## config.mk

```make
export PLATFORM = sky130hd
export DESIGN_NAME = button_debounce_pair
export DESIGN_NICKNAME = d
export VERILOG_FILES = /design/src/rtl/debounce_pkg.sv /design/src/rtl/debounce_channel.sv /design/src/rtl/button_debounce_pair.sv
export SDC_FILE = /design/constraint.sdc
export NUM_CORES = 1
export LEC_CHECK = 0
export CAP_MARGIN = 20
export CORE_MARGIN = 1.5
export CORE_UTILIZATION = 56
export DETAILED_ROUTE_END_ITERATION = 12
export PLACE_DENSITY = 0.74
export SLEW_MARGIN = 20
export SYNTH_ARGS = -nofsm -noshare
export SYNTH_HDL_FRONTEND = slang
export SYNTH_HIERARCHICAL = 1
export SYNTH_SLANG_ARGS = --single-unit
```

## constraint.sdc

```tcl
create_clock -name clk -period 3.9 [get_ports clk]
set_input_delay 0.585 -clock clk [delete_from_list [all_inputs] [get_ports clk]]
set_output_delay 0.585 -clock clk [all_outputs]
set_load 0.005 [all_outputs]
```

## src/rtl/debounce_pkg.sv

```systemverilog
// Shared definitions for the two-channel button debouncer:
// channel FSM state encoding and the default stable-time count.
package debounce_pkg;

   typedef enum logic [1:0] {
      STABLE_LO = 2'd0,
      WAIT_HI   = 2'd1,
      STABLE_HI = 2'd2,
      WAIT_LO   = 2'd3
   } state_t;

   // 10 ms at 50 MHz
   localparam int unsigned DEFAULT_CNT_MAX = 500000;

endpackage

```

## src/rtl/debounce_channel.sv

```systemverilog
// One debounce channel: two-FF synchroniser, stable-time counter and
// a four-state FSM producing a registered level and a rising-edge pulse.
module debounce_channel
   import debounce_pkg::*;
#(
   parameter int unsigned CNT_MAX = DEFAULT_CNT_MAX
) (
   input  logic clk,
   input  logic rst,
   input  logic raw_i,
   output logic level_o,
   output logic rise_o
);

   localparam int unsigned     CNT_W    = (CNT_MAX > 1) ? $clog2(CNT_MAX) : 1;
   localparam logic [CNT_W-1:0] CNT_LAST = CNT_W'(CNT_MAX - 1);

   logic             s1;
   logic             s2;
   state_t           state;
   state_t           state_nxt;
   logic [CNT_W-1:0] cnt;
   logic [CNT_W-1:0] cnt_nxt;
   logic             level_nxt;
   logic             rise_nxt;

   always_ff @(posedge clk) begin
      if (rst) begin
         s1 <= 1'b0;
         s2 <= 1'b0;
      end else begin
         s1 <= raw_i;
         s2 <= s1;
      end
   end

   always_ff @(posedge clk) begin
      if (rst) begin
         state   <= STABLE_LO;
         cnt     <= '0;
         level_o <= 1'b0;
         rise_o  <= 1'b0;
      end else begin
         state   <= state_nxt;
         cnt     <= cnt_nxt;
         level_o <= level_nxt;
         rise_o  <= rise_nxt;
      end
   end

   // Any disagreement of s2 during a WAIT state drops back to STABLE,
   // so the next entry restarts the full window from zero.
   always_comb begin
      state_nxt = state;
      cnt_nxt   = cnt;
      level_nxt = level_o;
      rise_nxt  = 1'b0;
      case (state)
         STABLE_LO: begin
            if (s2) begin
               state_nxt = WAIT_HI;
               cnt_nxt   = '0;
            end
         end
         WAIT_HI: begin
            if (!s2) begin
               state_nxt = STABLE_LO;
            end else if (cnt == CNT_LAST) begin
               state_nxt = STABLE_HI;
               level_nxt = 1'b1;
               rise_nxt  = 1'b1;
            end else begin
               cnt_nxt = cnt + CNT_W'(1);
            end
         end
         STABLE_HI: begin
            if (!s2) begin
               state_nxt = WAIT_LO;
               cnt_nxt   = '0;
            end
         end
         WAIT_LO: begin
            if (s2) begin
               state_nxt = STABLE_HI;
            end else if (cnt == CNT_LAST) begin
               state_nxt = STABLE_LO;
               level_nxt = 1'b0;
            end else begin
               cnt_nxt = cnt + CNT_W'(1);
            end
         end
         default: state_nxt = STABLE_LO;
      endcase
   end

endmodule

```

## src/rtl/button_debounce_pair.sv

```systemverilog
// Front-end conditioning for the two-input gate: two independent
// debounce channels turning raw pins into clean a/b levels and rise pulses.
module button_debounce_pair
   import debounce_pkg::*;
#(
   parameter int unsigned CNT_MAX = DEFAULT_CNT_MAX
) (
   input  logic clk,
   input  logic rst,
   input  logic btn_a_raw,
   input  logic btn_b_raw,
   output logic a_o,
   output logic b_o,
   output logic a_rise_o,
   output logic b_rise_o
);

   debounce_channel #(.CNT_MAX(CNT_MAX)) u_chan_a (
      .clk     (clk),
      .rst     (rst),
      .raw_i   (btn_a_raw),
      .level_o (a_o),
      .rise_o  (a_rise_o)
   );

   debounce_channel #(.CNT_MAX(CNT_MAX)) u_chan_b (
      .clk     (clk),
      .rst     (rst),
      .raw_i   (btn_b_raw),
      .level_o (b_o),
      .rise_o  (b_rise_o)
   );

endmodule

```

==> Word level (Yosys, flattened, before mapping) <==
Cells that the tools add are included.
{ "totals": {"elab_cells": 92, "register_bits": 50, "in_bits": 4, "out_inout_bits": 4} }
{ "op_classes": {"n_addsub": 2, "n_reduce_logical": 12, "muxes": 38, "eq_ne": 24, "bitwise": 4} }
{ "op_table": {"columns": ["op", "count"], "rows": [
  ["$mux 19", 10],
  ["$pmux 19 s4", 2],
  ["$add 19x1->19 const B", 2],
  ["$eq 19x19->1 const B", 2],
  ["$mux 2", 12],
  ["$ne 2x1->1 const B", 8],
  ["$pmux 2 s4", 2],
  ["$reduce_and 4->1", 4],
  ["$mux 1", 10],
  ["$reduce_and 5->1", 2],
  ["$eq 2x2->1 const B", 4],
  ["$ne 2x2->1 const B", 4],
  ["$ne 3x1->1 const B", 2],
  ["$ne 3x3->1 const B", 2],
  ["$reduce_or 3->1", 2],
  ["$eq 2x1->1 const B", 2],
  ["$logic_not 2->1", 2],
  ["$not 1->1", 4],
  ["$pmux 1 s2", 2],
  ["$reduce_bool 2->1", 2]
]} }

==> Depth between registers and ports, before layout <==
{ "depth": {"depth_word": 4, "mapped_depth": 6, "depth_no_buf": 5} }

==> Modules after synthesis <==
The synthesis kept the hierarchy.
{ "by_module_without_submodules": {"columns": ["mod", "n_inst", "seq_area_each_um2", "cells_each", "area_per_inst_um2"], "rows": [
  ["debounce_channel", 2, 500.5, 161, 1306.3]
]} }

==> Worst setup path before layout <==
Ideal clock, no wire load.
{ "synth_timing": {"kind": "register to register", "start": "register u_chan_a.cnt[0]", "end": "register u_chan_a.cnt[16]", "arrival_time_ns": 1.941, "synth_period_minus_slack_ns": 2.013, "required_ns": 3.828, "slack_ns": 1.887, "setup_ns": 0.072, "stages_incl_launch_ff": 7, "path_buffers": 1, "cell_sequence": "dfxtp_1 > ha_1 > inv_1 > or4_1 > buf_2 > or4_1 > a21oi_1"} }
{ "synth_between": {"elab_chain_cells": 4, "elab_cells_between_ends": 6, "cone_classes": "add/sub (1); eq/ne (1); mux (4)"} }
{ "synth_rtl": {"columns": ["item", "line", "rtl"], "rows": [
  ["start, declared", "debounce_channel.sv:22", "logic [CNT_W-1:0] cnt;"],
  ["start signal, assigned", "debounce_channel.sv:45", "cnt <= cnt_nxt;"],
  ["$add 19x1->19 / $eq 19x19->1 (equally long branches)", null, null],
  ["$mux 19 (*)", "debounce_channel.sv:68, debounce_channel.sv:85", null],
  ["$mux 19, on equally long branches", "debounce_channel.sv:83, debounce_channel.sv:66", null],
  ["$pmux 19 s4 (*)", "debounce_channel.sv:58", "case (state)"]
]} }
Mark *: on every way between the ends. The rest lies on a longest branch, timed or not. The select of a mux whose other input is x is not followed.
A chain may end at the register's enable or synchronous reset.

==> Worst setup path after layout <==
{ "layout_timing": {"start": "register u_chan_a.cnt[1]", "end": "register u_chan_a.cnt[18]"} }
Same word-level chain as after synthesis.

==> impl_results.md <==
- Largest net degree at the start of global routing: 17
- Worst R2R End: u_chan_a/cnt[18]
- Count leader, synth: dfxtp_1
- Dominant synthesized flop cell: dfxtp_1
- Synth area leader: dfxtp_1
- CORE AREA: 0.00441 sq mm
- Worst Hold Depth: 1
- Worst R2R Start: u_chan_a/cnt[1]
- Worst Hold Endpoint: u_chan_b/s2
- Router iterations before antenna repair: 5
- Vias: 2459
- Via density: 6.51
- Startpoint Class: register
- Total Wirelength: approximately 6200 microns
- RSZ-0062 raised after global routing: false
- Critical Path AT: about 2600 ps
- Crit-path slowest cell: or4_1
- Synth top area share: 38.3%
- Post-synthesis sequential area ratio: 38.3%
- Critical Path Fanout Max: 9
- ANT cells: 0
- Setup Buffers After CTS: 0
- Total area of sequential cells: 0.00100 sq mm
- FFs w/ async S/R, synth: 0%
- Status: completed
- I/O pins: 8
- Iteration-0 DRC Markers: 227
- FP Rows: 24
- Clk slew on worst S/H paths: 90 ps
- Layout cell share with drive strength beyond 1: 6.44%
- Synth cell types: 37
- Antenna violations before repair: 0
- Starting utilization of the core area: 59.2%
- Syn nets: 328
- Chip width: ~70 microns
- Final Max Tran Viols: 0
- Average size of a mapped cell: 8.11 sq um
- PortBufs: 7
- Final Cycle Share: 59.7%
- Leak: 0.899 nW
- Fmax: 430 MHz
- Number of global-route vias before repair: around 2200
- Final Skew: 6.07 ps
- GRT overflow: 0
- Synthesized instance count: roughly 320
- Final WS setup: 1570 ps
- Synth top area cells: dfxtp_1 (38%), a21oi_1 (5.7%), nand3_1 (5.4%), nor4_1 (3.8%), o21ai_0 (3.4%)
- Global placer's final weighted congestion: 0.950
- Most common cell on crit path: or4_1
- Min-delay worst type: reg2reg
- Crit Path Category: reg2reg
- Total clock sinks: 50
- Final Critical Period: between 2000 and 2500 ps
- EDFF count, synth: 0
- Reg2reg setup slack: 1570 ps
- Wirelength per Cell: 16.3 microns
- GRT Util Overall: between 20% and 30%
- Fillcell total: roughly 380
- Hold bufs inserted after CTS: 0
- Footprint of the multi-input gates: about 0.0015 sq mm
- TritonCTS clock tree: yes
- Clock root buffer: clkbuf_8
- DP Worst Slack: 1450 ps
- Setup TNS: 0 ps
- Final Hold Viols: 0
- Synth-to-Final Area Change: 9.39%
- Power Total: between 0.0009 and 0.001 W
- Slew headroom: around 58%
- CTS Buf Count: 5
- Placed instance count: between 300 and 400
- Worst vdd ir: 278 uV
- Yosys reg bits: 50
- FF-to-FF path depth: 5
- Die H: 71.3 microns
- Synthesized area: about 0.0026 sq mm
- First-pass GRT wire length: 10600 microns
- Die Area: 0.00508 sq mm
- # resized after CTS: 0
- Worst-Margin Slew: 627 ps
- Commonest cells post-synth: dfxtp_1 (50), a21oi_1 (30), nand3_1 (28)
- Clk buf depth: 2
- YS warnings: 6
- Slowest stage delay, CP: 700 ps
- Antenna-violating nets left: 0
- Setup violators final: 0
- Final cell count without fillers: 378
- Max-Cap Viols: 0
- Req. time, crit path: 4140 ps
- DP HPWL: 4200 microns
- DRC violations left: 0
- Nets: 331
- Worst setup EP type: register
- Clk_lat worst skew: 310 ps
- Crit-path cells: ha_1 -> inv_1 -> or4_1 -> or4_1 -> a21oi_1
- PD cells: about 350 mW/mm^2
- Hold path startpoint: u_chan_b/s1
- H-tree depth: 2
power breakdown:
part / total (W) / internal, W / switching, W
logic: 0.0000332 / 0.0000106 / 0.0000226
clock network: 0.000448 / 0.000274 / 0.000174
registers: 0.000516 / 0.000513 / 0.00000382
total: 0.000997 / 0.000797 / 0.000201
logic make-up after synthesis:
logic type               count (synthesis)  share of synthesized area [%]
AO/OA/AOI/OAI                           84                           19.6
AND/OR/NAND/NOR                        146                           33.1
XOR/XNOR                                 6                           2.01
adder cells (fa/ha/maj)                  2                          0.958
buffers and inverters                   30                           4.41
multiplexers                             4                           1.53
flip-flops                              50                           38.3
layer usage:
layer	part of all wire, %	global-route usage [%]	wire, microns
met1	49	38.2	3030
met2	43	36.2	2660
met3	6.4	5.49	391
met4	1.3	10.3	80
met5	0	0	0
per-stage QoR:
stage	cell area, sq um	hold WS, ps	util (%)
2_1_floorplan	2610	414	-
3_3_place_gp	2720	418	61.5
3_5_place_dp	2720	426	61.5
4_1_cts	2860	448	64.7
5_1_grt	2860	471	64.7
6_report	2860	449	64.7
worst max-delay path: cells and delay by family (launching register included):
| family | cells | cell delay [ps] |
|---|---|---|
| AND/OR/NAND/NOR | 2 | 1240 |
| AO/OA/AOI/OAI | 1 | 150 |
| adder cells (fa/ha/maj) | 1 | 300 |
| flip-flops | 1 | 420 |
| buffers and inverters | 1 | 140 |
how the worst max path moves through the flow:
stage	startpoint	to	slack [ps]	depth (start not counted)
6_report	u_chan_a/cnt[1]	u_chan_a/cnt[18]	1570	5
5_1_grt	u_chan_a/cnt[0]	u_chan_a/cnt[7]	1420	5
4_1_cts	u_chan_a/cnt[1]	u_chan_a/cnt[18]	1600	5
3_5_place_dp	rst	u_chan_b/cnt[14]	1450	4
3_3_place_gp	rst	u_chan_b/cnt[10]	1520	4
2_1_floorplan	u_chan_a/cnt[0]	u_chan_a/cnt[16]	1890	6
final cells by class:
class / count / area share (%)
Clock buffer: 6 / 2.89
Clock inverter: 2 / 2.10
Inverter: 16 / 2.10
Multi-Input combinational cell: 242 / 52.4
Sequential cell: 50 / 35.0
Tap cell: 52 / 2.28
Timing Repair Buffer: 10 / 3.24
registers in the layout, indices dropped and copies added, names as in the netlist, named ones only:
| name | cells |
|---|---|
| u_chan_b/cnt | 19 |
| u_chan_a/rise_o | 1 |
| u_chan_b/s1 | 1 |
| u_chan_b/rise_o | 1 |
| u_chan_a/state | 1 |
| u_chan_a/s1 | 1 |
| u_chan_a/s2 | 1 |
| u_chan_b/state | 1 |
| u_chan_a/level_o | 1 |
| u_chan_b/level_o | 1 |
| u_chan_a/cnt | 19 |
| u_chan_b/s2 | 1 |
cell usage in the layout, fill, tap and decap left out, types with 3 or more instances in the layout:
| cell | count |
|---|---|
| dfxtp_1 | 50 |
| a21oi_1 | 30 |
| nand3_1 | 28 |
| nand2_1 | 20 |
| o21ai_0 | 18 |
| inv_1 | 16 |
| nor4_1 | 16 |
| or3_1 | 12 |
| or4_1 | 12 |
| nor2_1 | 10 |
| o211ai_1 | 10 |
| nor3_1 | 8 |
| nand4_1 | 8 |
| o31ai_1 | 8 |
| clkdlybuf4s50_1 | 7 |
| clkbuf_8 | 6 |
| and3_1 | 6 |
| nor2b_1 | 6 |
| nand2b_1 | 4 |
| or4bb_1 | 4 |
| o22ai_1 | 4 |
| xor2_1 | 4 |
| mux2i_1 | 4 |
| a31o_2 | 4 |
| buf_4 | 3 |
Note: power is estimated with default switching activity, not from simulation.
